===== config.mk =====
export PLATFORM = sky130hd
export DESIGN_NAME = rs_hs_pipeline_credit_arbiter
export DESIGN_NICKNAME = d
export VERILOG_FILES = /design/src/rtl/rs_hs_pkg.sv /design/src/rtl/rs_hs_rr_pick.sv /design/src/rtl/rs_hs_pipeline_credit_arbiter.sv
export SDC_FILE = /design/constraint.sdc
export NUM_CORES = 1
export LEC_CHECK = 0
export ABC_AREA = 1
export BUFFER_PORTS_ARGS = -buffer_cell sky130_fd_sc_hd__buf_4
export CAP_MARGIN = 20
export CORE_MARGIN = 3
export CORE_UTILIZATION = 35
export CTS_BUF_LIST = sky130_fd_sc_hd__clkbuf_16
export DETAILED_ROUTE_END_ITERATION = 12
export PLACE_DENSITY = 0.66
export REMOVE_ABC_BUFFERS = 1
export SLEW_MARGIN = 20
export SYNTH_ARGS = -nofsm -noshare
export SYNTH_HDL_FRONTEND = slang
export SYNTH_SLANG_ARGS = --single-unit

===== constraint.sdc =====
create_clock -name clk -period 5.65 [get_ports clk]
set_input_delay 0 -clock clk [delete_from_list [all_inputs] [get_ports clk]]
set_output_delay 0 -clock clk [all_outputs]
set_load 0.01 [all_outputs]

===== src/rtl/rs_hs_pkg.sv =====
// +--------------------------------------------------------------------+
// | rs_hs_pkg : shared state encoding and width helpers                |
// | Rev 1.0                                                            |
// +--------------------------------------------------------------------+
`default_nettype none

package rs_hs_pkg;

    typedef enum logic [0:0] {
        ARB    = 1'b0,
        LOCKED = 1'b1
    } state_t;

    function automatic int src_width(input int num_req);
        return (num_req > 1) ? $clog2(num_req) : 1;
    endfunction

    function automatic int credit_width(input int credits);
        return $clog2(credits + 1);
    endfunction

endpackage

`default_nettype wire


===== src/rtl/rs_hs_rr_pick.sv =====
// +--------------------------------------------------------------------+
// | rs_hs_rr_pick : rotate-priority encoder, first valid at/after ptr  |
// | Rev 1.0                                                            |
// +--------------------------------------------------------------------+
`default_nettype none

module rs_hs_rr_pick #(
    parameter int NUM_REQ   = 4,
    parameter int SRC_WIDTH = 2
) (
    input  logic [NUM_REQ-1:0]   valid,
    input  logic [SRC_WIDTH-1:0] ptr,
    output logic [SRC_WIDTH-1:0] pick,
    output logic                 any_valid
);

    logic [SRC_WIDTH-1:0] idx;

    always_comb begin
        pick      = '0;
        any_valid = 1'b0;
        idx       = '0;
        for (int k = 0; k < NUM_REQ; k++) begin
            idx = SRC_WIDTH'((int'(ptr) + k) % NUM_REQ);
            if (!any_valid && valid[idx]) begin
                any_valid = 1'b1;
                pick      = idx;
            end
        end
    end

endmodule

`default_nettype wire


===== src/rtl/rs_hs_pipeline_credit_arbiter.sv =====
// +--------------------------------------------------------------------+
// | rs_hs_pipeline_credit_arbiter : credit-gated packet round-robin    |
// | Rev 1.0                                                            |
// +--------------------------------------------------------------------+
`default_nettype none

module rs_hs_pipeline_credit_arbiter
    import rs_hs_pkg::*;
#(
    parameter int NUM_REQ      = 4,
    parameter int DATA_WIDTH   = 32,
    parameter int CREDITS      = 24,
    parameter int CREDIT_WIDTH = credit_width(CREDITS),
    parameter int SRC_WIDTH    = src_width(NUM_REQ)
) (
    input  logic                          clk,
    input  logic                          reset,
    input  logic [NUM_REQ-1:0]            req_valid,
    output logic [NUM_REQ-1:0]            req_ready,
    input  logic [NUM_REQ*DATA_WIDTH-1:0] req_data,
    input  logic [NUM_REQ-1:0]            req_last,
    output logic                          out_valid,
    output logic [DATA_WIDTH-1:0]         out_data,
    output logic [SRC_WIDTH-1:0]          out_src,
    output logic                          out_last,
    input  logic                          credit_return,
    output logic [CREDIT_WIDTH-1:0]       credit_count,
    output logic                          credit_err,
    output logic                          idle
);

    localparam logic [CREDIT_WIDTH-1:0] CREDIT_MAX = CREDIT_WIDTH'(CREDITS);
    localparam logic [SRC_WIDTH-1:0]    LAST_IDX   = SRC_WIDTH'(NUM_REQ - 1);

    state_t                 state;
    logic [SRC_WIDTH-1:0]   ptr;
    logic [SRC_WIDTH-1:0]   grant;
    logic [SRC_WIDTH-1:0]   pick;
    logic [SRC_WIDTH-1:0]   sel;
    logic [SRC_WIDTH-1:0]   sel_next;
    logic                   any_valid;
    logic                   sel_active;
    logic                   accept;
    logic                   acc_last;
    logic [DATA_WIDTH-1:0]  acc_data;

    rs_hs_rr_pick #(
        .NUM_REQ   (NUM_REQ),
        .SRC_WIDTH (SRC_WIDTH)
    ) u_pick (
        .valid     (req_valid),
        .ptr       (ptr),
        .pick      (pick),
        .any_valid (any_valid)
    );

    // While locked the grantee keeps ready even between beats; others wait.
    always_comb begin
        sel        = (state == LOCKED) ? grant : pick;
        sel_active = (state == LOCKED) ? 1'b1 : any_valid;
        req_ready  = '0;
        if (reset && sel_active && (credit_count != '0)) begin
            req_ready[sel] = 1'b1;
        end
        accept   = |(req_valid & req_ready);
        acc_last = req_last[sel];
        acc_data = req_data[sel*DATA_WIDTH +: DATA_WIDTH];
        sel_next = (sel == LAST_IDX) ? '0 : sel + 1'b1;
    end

    always_ff @(posedge clk or negedge reset) begin
        if (!reset) begin
            state        <= ARB;
            ptr          <= '0;
            grant        <= '0;
            out_valid    <= 1'b0;
            out_data     <= '0;
            out_src      <= '0;
            out_last     <= 1'b0;
            credit_count <= CREDIT_MAX;
            credit_err   <= 1'b0;
        end else begin
            out_valid <= accept;
            if (accept) begin
                out_data <= acc_data;
                out_src  <= sel;
                out_last <= acc_last;
                if (acc_last) begin
                    state <= ARB;
                    ptr   <= sel_next;
                end else begin
                    state <= LOCKED;
                    grant <= sel;
                end
            end

            // Simultaneous accept and return cancel out.
            case ({accept, credit_return})
                2'b10:   credit_count <= credit_count - 1'b1;
                2'b01: begin
                    if (credit_count == CREDIT_MAX) begin
                        credit_err <= 1'b1;
                    end else begin
                        credit_count <= credit_count + 1'b1;
                    end
                end
                default: credit_count <= credit_count;
            endcase
        end
    end

    assign idle = (state == ARB) && (credit_count == CREDIT_MAX) && !out_valid;

endmodule

`default_nettype wire


======== Word-level counts from Yosys, hierarchy flattened ========
Cells that the tools add are included.
word-level totals
  flip-flop bits (word level) ............. 47
  bits of input ports ..................... 139
  output and inout bits ................... 47
  word-level logic and storage cells ...... 76
operators by class
  add/sub/neg operators ................... 6
  order comparisons ....................... 6
  eq/ne operators ......................... 5
  shifts and indexed selects .............. 1
  muxes and demuxes ....................... 27
  bitwise operators ....................... 3
  reduce and logical (&&, ||, !) cells .... 19
operators by type and width
  cell                                                                count
  variable part select 128 x 8 -> 32 bit                              1
  < comparator 2 x 3 -> 1 bit (second input constant)                 5
  2-to-1 mux 1 bit                                                    12
  2-to-1 mux 2 bit                                                    6
  binary-select mux 1 bit (select 2 bit)                              5
  one-hot mux 5 bit (2 select lines)                                  1
  logical AND 1 bit                                                   8
  AND reduction 2 bit                                                 4
  adder 5 x 1 -> 5 bit (second input constant)                        1
  == test 5 bit (second input constant)                               1
  2-to-1 mux 5 bit                                                    1
  nonzero test 5 bit                                                  1
  subtractor 5 x 1 -> 5 bit (second input constant)                   1
  adder 2 x 1 -> 2 bit (second input constant)                        2
  adder 2 bit (second input constant)                                 2
  bitwise AND 4 bit                                                   1
  == test 2 bit (second input constant)                               2
  logical NOT 1 bit                                                   4
  2-to-1 mux 4 bit                                                    1
  OR reduction 4 bit                                                  1
  demux 1 bit (select 2 bit)                                          1
  == test 2 x 1 -> 1 bit (second input constant)                      1
  greater-or-equal comparator 2 x 1 -> 1 bit (second input constant)  1
  != test 2 bit (second input constant)                               1
  other kinds (2)                                                     3

======== Logic depth before layout (Yosys ltp) ========
Gate-level depths: netlist of run 1.
  depth after elaboration ................. 23
  mapped depth ............................ 28
  gate-level depth less buffers ........... 26

======== Hierarchy ========
Synthesis of run 1 repeated with hierarchy kept, for this count alone.
unflattened totals
  cells, all modules ...................... 490
  area, all modules ....................... 3,389.5 µm²
modules (own cells, without submodules)
  module                         times used  cells an instance  area each (µm²)  seq. area each (µm²)
  rs_hs_pipeline_credit_arbiter  1           431                3,070.4          1,178.6
  rs_hs_rr_pick                  1           59                 319.1            0.0

======== Worst setup path before layout of run 1 ========
No wires, ideal clock.
  path kind ............................... register -> register
  start point ............................. reg ptr[0]
  end point ............................... reg credit_count[4]
  setup time .............................. 0.076 ns
  arrival time ............................ 3.474 ns
  required time ........................... 5.574 ns
  setup slack ............................. 2.100 ns
  stages on the path, launching flop included .. 28
  path buffers ............................ 3
  clock period less this slack ............ 3.550 ns
  path through ............................ dfrtp_1 > buf_4 > nand2_1 > nand2_2 > nor2_2 > inv_1 > nand3_2 > nor2_4 > nor2_2 > nand2_2 > inv_2 > buf_2 > buf_2 > ha_1 > inv_1 > nor3_1 > nand2_1 > nand2_1 > nor2_4 > nand2_1 > ha_1 > a21o_1 > a31oi_1 > inv_1 > nand2_1 > nand3_1 > nand2_1 > nand2_1
between the ends
  cells in the longest elaborated chain, start to end .. 23
  elaborated cells on any way between the ends .. 43
  classes of those cells .................. add/sub: 3; order compare: 2; eq/ne: 3; mux: 22; bitwise: 1; reduce/logical: 12
RTL lines
  item                                                                  RTL line                              text
  start: declaration                                                    rs_hs_pipeline_credit_arbiter.sv:36   logic [SRC_WIDTH-1:0] ptr;
  start signal: assignment                                              rs_hs_pipeline_credit_arbiter.sv:90   ptr <= sel_next;
  branches (longest 17 deep; another with adder 2 x 1 -> 2 bit)         -
  2-to-1 mux 4 bit *                                                    rs_hs_pipeline_credit_arbiter.sv:62   if (reset && sel_active && (credit_count != '0)) begin
  named net req_ready[3]                                                rs_hs_pipeline_credit_arbiter.sv:19   output logic [NUM_REQ-1:0] req_ready,
  bitwise AND 4 bit *                                                   rs_hs_pipeline_credit_arbiter.sv:65   accept = |(req_valid & req_ready);
  OR reduction 4 bit *                                                  rs_hs_pipeline_credit_arbiter.sv:65
  == test 2 x 1 -> 1 bit or == test 2 bit (tied branches)               rs_hs_pipeline_credit_arbiter.sv:98   case ({accept, credit_return})
  != test 2 bit (no source line) or nonzero test 2 bit (tied branches)  -
  AND reduction 2 bit (no source line)                                  -
  end signal: assignment                                                rs_hs_pipeline_credit_arbiter.sv:99   2'b10: credit_count <= credit_count - 1'b1;
  end signal: assignment                                                rs_hs_pipeline_credit_arbiter.sv:104  credit_count <= credit_count + 1'b1;
  end signal: assignment                                                rs_hs_pipeline_credit_arbiter.sv:107  default: credit_count <= credit_count;
  end: declaration                                                      rs_hs_pipeline_credit_arbiter.sv:27   output logic [CREDIT_WIDTH-1:0] credit_count,
Mark *: on every way through the listed nets, which the timed path passes. The select of a mux whose other input is x is not followed.
A chain may end at the register's enable or synchronous reset.

======== Final worst setup path of run 1 ========
  start point ............................. reg ptr[0]
  end point ............................... reg credit_count[4]
between the ends
  cells in the longest elaborated chain, start to end .. 23
  elaborated cells on any way between the ends .. 43
  classes of those cells .................. add/sub: 3; order compare: 2; eq/ne: 3; mux: 22; bitwise: 1; reduce/logical: 12
RTL lines
  item                                                                  RTL line
  branches (longest 17 deep; another with adder 2 x 1 -> 2 bit)         -
  2-to-1 mux 4 bit *                                                    rs_hs_pipeline_credit_arbiter.sv:62
  bitwise AND 4 bit *                                                   rs_hs_pipeline_credit_arbiter.sv:65
  OR reduction 4 bit *                                                  rs_hs_pipeline_credit_arbiter.sv:65
  == test 2 x 1 -> 1 bit or == test 2 bit (tied branches)               rs_hs_pipeline_credit_arbiter.sv:98
  != test 2 bit (no source line) or nonzero test 2 bit (tied branches)  -
  AND reduction 2 bit (no source line)                                  -
Mark *: on every way between the ends. The select of a mux whose other input is x is not followed.

==> summary.md, run 1 <==
| Metric | Value |
|---|---|
| Standard-cell rows | `34` |
| Design Power | `3.25 mW` |
| Clock share of power | `11.8%` |
| Vias | `3794` |
| Number of global-route vias before repair | `~3600` |
| Power per Cell Area | `664 nW/um^2` |
| CP startpoint kind | `flip-flop` |
| # clock sinks | `between 40 and 50` |
| Largest net degree at the start of global routing | `74` |
| FILL cells | `850` |
| DIE HEIGHT | `103 um` |
| Count of final setup violators | `0` |
| GR Overflow Total | `0` |
| Slowest cell on the critical path | `nor2_4` |
| Number of buffers created by CTS | `5` |
| Clock transition at path regs | `0.07 ns` |
| GP Congestion | `0.865` |
| Worst slew margin | `38.3%` |
| Synth Flop Type | `dfrtp_1` |
| Skew final | `0.00433 ns` |
| Setup_tns | `0 ns` |
| Least-Margin Pin Slew | `0.924 ns` |
| Most frequent cell after synthesis | `nand3_1` |
| Total Wirelength | `11000 um` |
| Die width | `103 um` |
| Pre-antenna DRT Iters | `4` |
| Cell area after synthesis | `3290 sq um` |
| Layout area overhead | `48.7%` |
| GR Layer Usage met2 | `between 30% and 40%` |
| Max Transition Viols Final | `0` |
| Most used routing layer | `met2` |
| Ports | `about 190` |
| GRT Util Overall | `20.7%` |
| Critical path class | `reg -> reg` |
| HPWL Detailed | `7990 um` |
| CP Data Required Time | `5.87 ns` |
| EDFF count, synth | `0` |
| Worst-path fanout max | `35` |
| Largest cells by area after synthesis | `dfrtp_1 (34%), nand3_1 (12%), a41oi_1 (8.5%)` |
| Area share of the leading cell type in the synthesized netlist | `34.2%` |
| # Max-Cap Violations | `0` |
| Sw Share | `49.4%` |
| DRC | `0` |
| Fmax | `between 0.2 and 0.25 GHz` |
| CP peak stage delay | `0.59 ns` |
| Final period util | `75.3%` |
| First-pass GRT wire length | `17400 um` |
| Mapped Cells | `~430` |
| Final Hold Vio Count | `0` |
| Initial antenna violation count | `0` |
| RSZ-0062 raised after global routing | `no` |
| Most Frequent Cell on Critical Path | `nand2_1` |
| Port Buffer Count | `185` |
| Post-synth top cells | `nand3_1 (78), nand2_1 (66), dfrtp_1 (45)` |
| Crit path DAT | `4.47 ns` |
| Worst hold path class | `in -> reg` |
| Ant diodes | `0` |
| Nets | `737` |
| Final min period | `4.25 ns` |
| DR WL/cell | `15.7 um` |
| YS warnings | `0` |
| Placed cells | `693` |
| Post-CTS Setup Bufs | `0` |
| Share of cells above drive strength 1 | `37.0%` |
| H-tree levels | `2` |
| Pint | `1.65 mW` |
| Critical Path End Type | `flip-flop` |
| Post-synth cell types | `34` |
| Clock Latency Late Sink | `0.29 ns` |
| Worst IR Drop VDD | `0.317 mV` |
| Placeable core region | `8930 sq um` |
| ANT nets after route | `0` |
| CTS tree | `yes` |
| Status | `completed` |
| Seq/Total Area, Yosys | `between 30% and 40%` |
| NetSw | `1.61 mW` |
| Flop pwr share | `19.9%` |
| Pleak | `2.32 nW` |
| Grt met1 use | `25.6%` |
| FF+latch count, synth | `47` |
| Via density | `5.40` |
| Met3 Use GR | `5.75%` |
| Comb power frac | `about two thirds` |
| Non-filler instance count after layout | `around 700` |
| Die Area | `10600 sq um` |
| Initial Utilization | `36.8%` |
| Starting DRT DRC Count | `193` |
| Post-synth top area cell | `dfrtp_1` |
| Clock Path Buffers | `2` |
| Root Driver | `clkbuf_16` |
| Ys async rst share | `100%` |
| Syn Area/Cell | `7.64 sq um` |
critical path, delay by kind of cell, from the launching register on:
kind	cells	cell delay, ns
and+or+nand+nor	18	2.42
adders and majority gates	2	0.57
AOI/OAI and AO/OA	2	0.37
buffers and inverters	3	0.27
DFF	1	0.56
worst paths after layout:
kind / start / end / slack (ns) / cells past startpoint
min: req_data[16] / out_data[16] / 0.03 / 3
max: ptr[0] / credit_count[4] / 1.40 / 25
min reg2reg: credit_err / credit_err / 0.48 / 1
max in group asynchronous: reset / out_data[13] / 4.95 / 2
max reg2reg: ptr[0] / credit_count[4] / 1.40 / 25
min in group asynchronous: reset / credit_count[2] / 0.27 / 2
logic make-up after synthesis:
family          share of synthesized area [%]
flops                                    35.8
xor+xnor                                0.798
buf+inv                                  7.60
compound gates                           23.9
simple gates                             29.7
fa+ha+maj                                2.13
power groups by stage:
stage	clock network, mW	registers, mW	logic [mW]
after floorplan	0	0.706	1.39
after global placement	0	0.645	2.20
after detailed placement	0	0.651	2.24
after CTS	0.394	0.649	2.24
after global routing	0.402	0.675	2.50
final	0.383	0.648	2.22
per-stage QoR:
step / hold WS, ns / worst slack, ns / area (sq um) / util [%]
2_1_floorplan: -0.296 / 0.269 / 3120 / -
3_3_place_gp: 0.0697 / 1.69 / 4690 / 52.5
3_5_place_dp: 0.0683 / 1.46 / 4690 / 52.5
4_1_cts: 0.0241 / 1.44 / 4890 / 54.8
5_1_grt: 0.0349 / 0.942 / 4890 / 54.8
6_report: 0.0297 / 1.40 / 4890 / 54.8
state kept, by name, indices dropped and copies added (netlist names):
register      flops
state             1
grant             2
credit_err        1
credit_count      5
out_last          1
out_data         32
out_src           2
ptr               2
out_valid         1
routing by layer:
metal  vias up  wire length (um)  share of wire (%)
met4         0               284                2.6
met2       143              5420                 49
met3        23               766                7.0
met5         -                 0                  0
li1       1860                 -                  -
met1      1768              4520                 41
layout by cell type, fill, tap and decap left out, types with 2 or more instances in the layout:
cell type  count
o21bai_1      33
nand3_2        3
nor2_2         2
nand2_2        3
inv_2          5
nand2_1       66
o21ai_1        4
a41oi_1       32
nand4_2        2
nor2_4         3
ha_1           4
nor3_1         2
bufinv_16      2
nand4_1        4
nor2_1        39
o21ai_0       37
inv_1         17
dfrtp_1       45
nand3_1       78
a21oi_1        2
buf_4        188
xor2_1         3
clkbuf_16      5
dfstp_2        2
area by class of cell:
class                           instances  area (sq um)  area share [%]
Multi-Input combinational cell        328          1880            38.5
Timing Repair Buffer                  189          1420            29.0
Sequential cell                        47          1180            24.1
Tap cell                              108           135            2.76
Clock buffer                            5           125            2.56
Inverter                               22          82.6            1.69
Clock inverter                          3          67.6            1.38
repair_timing:
action | in CTS | in global routing
hold endpoints to repair | 45 | 0
resized for setup | 0 | 0
hold buffers | 1 | 0
No activity file was read; power rests on OpenSTA's default activity.
==> inputs of run 2 (changes only) <==
--- a/config.mk
+++ b/config.mk
@@ -5,14 +5,14 @@
 export SDC_FILE = /design/constraint.sdc
 export NUM_CORES = 1
 export LEC_CHECK = 0
-export ABC_AREA = 1
+export ABC_AREA = 0
 export BUFFER_PORTS_ARGS = -buffer_cell sky130_fd_sc_hd__buf_4
 export CAP_MARGIN = 20
 export CORE_MARGIN = 3
 export CORE_UTILIZATION = 35
 export CTS_BUF_LIST = sky130_fd_sc_hd__clkbuf_16
 export DETAILED_ROUTE_END_ITERATION = 12
-export PLACE_DENSITY = 0.66
+export PLACE_DENSITY = 0.67
 export REMOVE_ABC_BUFFERS = 1
 export SLEW_MARGIN = 20
 export SYNTH_ARGS = -nofsm -noshare
==> constraint.sdc (replaced) <==
create_clock -name clk -period 4.13 [get_ports clk]
set_input_delay 0 -clock clk [delete_from_list [all_inputs] [get_ports clk]]
set_output_delay 0 -clock clk [all_outputs]
set_load 0.01 [all_outputs]
==> run 2 against run 1 <==
Worst hold slack got worse by 0.011 ns. First-iteration DRC count is 37% lower. Highest routed layer unchanged. Area after synthesis is 4.8% lower. Non-clock buffer count up 2. Critical path depth decreased by 9. Sequential power grew 35%. Critical path type unchanged.
==> summary.md, run 2 <==
| Metric | Value |
|---|---|
| Status | `completed` |
| Most used routing layer | `met2` |
| Syn Area/Cell | `6.95 sq um (-9.0%)` |
| FF+latch count, synth | `47 (unchanged)` |
| CTS tree | `yes` |
| # clock sinks | `47 (unchanged)` |
| CTS resizes | `0 (unchanged)` |
| CTS Hold Bufs | `1 (unchanged)` |
| Clock Path Buffers | `2 (unchanged)` |
| Met3 Use GR | `4.71% (-1.0 points)` |
| Top flop regs | `out_data (32), credit_count (5)` |
| GRT Util Overall | `18.0% (-2.7 points)` |
| Standard-cell rows | `33 (-2.9%)` |
| Final period util | `89.8% (+15 points)` |
| RSZ-0062 raised after global routing | `no` |
| Crit path DAT | `3.90 ns (-0.57 ns)` |
| YS warnings | `0 (unchanged)` |
| Worst Hold Depth | `3 (unchanged)` |
| Initial Utilization | `37.0% (+0.19 points)` |
| Share of cells above drive strength 1 | `33.9% (-3.2 points)` |
| Placeable core region | `8460 sq um (-5.3%)` |
| Clock transition at path regs | `0.06 ns (about the same)` |
| GR Overflow Total | `0 (unchanged)` |
| CP startpoint kind | `flip-flop` |
| Crit. Startpoint | `ptr[1]` |
| Die width | `101 um (-2.3%)` |
| Commonest non-fill, non-tap cell in the layout | `buf_4` |
| GR Layer Usage met2 | `30.9% (-3.6 points)` |
| Most frequent cells in the layout | `buf_4 (190), nand2_1 (102), nor2_1 (100)` |
| Utilization after layout | `55.7% (+0.97 points)` |
| Reg-to-Reg Start | `ptr[1]` |
| Post-synth cell types | `45 (+32%)` |
| Sw Share | `46.0% (-3.4 points)` |
| FF-to-FF path depth | `16 (-36%)` |
| Pre-antenna DRT Iters | `4 (unchanged)` |
| Die Area | `10100 sq um (-4.5%)` |
| DIE HEIGHT | `101 um (-2.3%)` |
| Power per Cell Area | `721 nW/um^2 (+8.5%)` |
| Design Power | `3.40 mW (+4.6%)` |
| Reg2Reg Capture Point | `credit_count[4]` |
| Post-synth top cells | `nand2_1 (103), nor2_1 (100), o21ai_0 (68)` |
| Ports | `186 (unchanged)` |
| H-tree levels | `2 (unchanged)` |
| Cell area after synthesis | `3140 sq um (-4.8%)` |
| Worst IR Drop VDD | `0.313 mV (-1.2%)` |
| Least-Margin Pin Slew | `0.679 ns (-0.245 ns)` |
| Clock share of power | `11.0% (-0.8 points)` |
| Pleak | `2.44 nW (+5.2%)` |
| Nets | `763 (+3.5%)` |
| Critical Path End Type | `flip-flop` |
| Critical path class | `reg -> reg` |
| Hold path start | `credit_return` |
| Most frequent cell after synthesis | `nand2_1` |
| Number of buffers created by CTS | `5 (unchanged)` |
| Number of global-route vias before repair | `3291 (-9.1%)` |
| Min-Delay Endpoint | `credit_count[4]` |
| Port Buffer Count | `185 (unchanged)` |
| Largest cells by area after synthesis | `dfrtp_1 (36%), nand2_1 (12%), nor2_1 (12%)` |
| Via density | `4.80 (-11%)` |
| Ys async rst share | `100% (unchanged)` |
| Count of final setup violators | `0 (unchanged)` |
| CP Data Required Time | `4.32 ns (-1.55 ns)` |
| Fmax | `0.270 GHz (+15%)` |
| Worst-path fanout max | `20 (-43%)` |
| Register-to-register setup slack | `0.42 ns (-0.98 ns)` |
| Skew final | `0.00440 ns (+0.0000706 ns)` |
| # Max-Cap Violations | `0 (unchanged)` |
| Pint | `1.84 mW (+12%)` |
| Final min period | `3.71 ns (-0.543 ns)` |
| Flop pwr share | `25.8% (+5.9 points)` |
| Area share of the leading cell type in the synthesized netlist | `35.9% (+1.7 points)` |
| GP Congestion | `0.836 (-3.3%)` |
| Ant diodes | `0 (unchanged)` |
| DR WL/cell | `12.8 um (-18%)` |
| Largest net degree at the start of global routing | `69 (-6.8%)` |
| First-pass GRT wire length | `14900 um (-14%)` |
| Max Transition Viols Final | `0 (unchanged)` |
| Largest register FFs | `32 (unchanged)` |
| ANT nets after route | `0 (unchanged)` |
| Mapped Cells | `451 (+4.6%)` |
| Vias | `3479 (-8.3%)` |
| Synth Flop Type | `dfrtp_1` |
| Total Wirelength | `9290 um (-16%)` |
| Worst hold path class | `in -> reg` |
| Grt met1 use | `21.9% (-3.8 points)` |
| Placed cells | `716 (+3.3%)` |
| Starting DRT DRC Count | `121 (-37%)` |
| Seq/Total Area, Yosys | `37.6% (+1.8 points)` |
| Final Hold Vio Count | `0 (unchanged)` |
| NetSw | `1.56 mW (-2.7%)` |
| Setup_tns | `0 ns (unchanged)` |
| Worst slew margin | `54.8% (+16 points)` |
| Post-CTS Setup Bufs | `0 (unchanged)` |
| EDFF count, synth | `0 (unchanged)` |
| Layout area overhead | `50.5%` |
| Initial antenna violation count | `0 (unchanged)` |
| DRC | `0 (unchanged)` |
| Clock Latency Late Sink | `0.28 ns (about the same)` |
| Non-filler instance count after layout | `725 (+3.3%)` |
| HPWL Detailed | `7150 um (-11%)` |
| Most flop-heavy register | `out_data` |
| Post-synth top area cell | `dfrtp_1` |
| Comb power frac | `63.2% (-5.1 points)` |
| Root Driver | `clkbuf_16` |
==> run 2: changes by cell type after synthesis, moves of 5 or more <==
cell,change
nand3_1,-41
o21ai_0,+31
inv_1,-11
buf_1,+6
nor2_1,+61
a41oi_1,-32
o21bai_1,-33
nand2_1,+37
buf_4,-5
==> run 2: layer usage <==
metal	vias up	part of all wire, %
li1	1827	-
met1	1514	41
met2	126	49
met3	12	8.1
met4	0	1.6
met5	-	0
==> run 2: logic make-up after synthesis <==
group | synth area share [%]
compound gates | 17.2
xor+xnor | 1.12
fa+ha+maj | 2.23
buf+inv | 5.11
flops | 37.6
mux | 3.67
simple gates | 33.0
==> run 2: how the worst max path moves through the flow <==
stage,endpoint,cells after the start
final,credit_count[4],16
after global routing,credit_count[4],16
after CTS,credit_count[4],16
after detailed placement,credit_count[4],16
after global placement,credit_count[4],15
after floorplan,credit_count[4],15
==> run 2: final cells by class <==
type                    count  area (sq um)
well taps                 105           131
clock buffers               5           125
inverters                   8          31.3
repair buffers            191          1440
multi-input cells         366          1800
clock inverters             3          15.0
fillers                   806          3750
flip-flops and latches     47          1180
==> run 2: through the flow <==
step	setup slack (ns)	hold slack (ns)	instance area [sq um]
2_1_floorplan	-2.37	-0.296	3010
3_3_place_gp	0.684	0.162	4570
3_5_place_dp	0.473	0.156	4570
4_1_cts	0.446	0.00949	4720
5_1_grt	0.127	0.0239	4720
6_report	0.421	0.0191	4720
==> run 2: worst max-delay path, stage by stage (launching register included) <==
cell and delay (ns):
dfrtp_1 0.46, nand2_1 0.13, a221oi_2 0.32, a21o_2 0.20, clkinv_2 0.05, ha_1 0.22, and2_1 0.18, o31a_1 0.32
nand2_2 0.28, nand2_1 0.22, fa_1 0.44, a21o_1 0.17, a21o_1 0.19, nor2_1 0.12, nand3_1 0.10, o21ai_0 0.11
a22oi_1 0.10
==> run 2: power groups by stage <==
stage / Combinational (mW) / Clock, mW / Sequential (mW)
3_3_place_gp: 2.15 / 0 / 0.869
4_1_cts: 2.19 / 0.389 / 0.877
2_1_floorplan: 1.28 / 0 / 0.944
3_5_place_dp: 2.19 / 0 / 0.879
5_1_grt: 2.47 / 0.403 / 0.912
6_report: 2.15 / 0.375 / 0.876
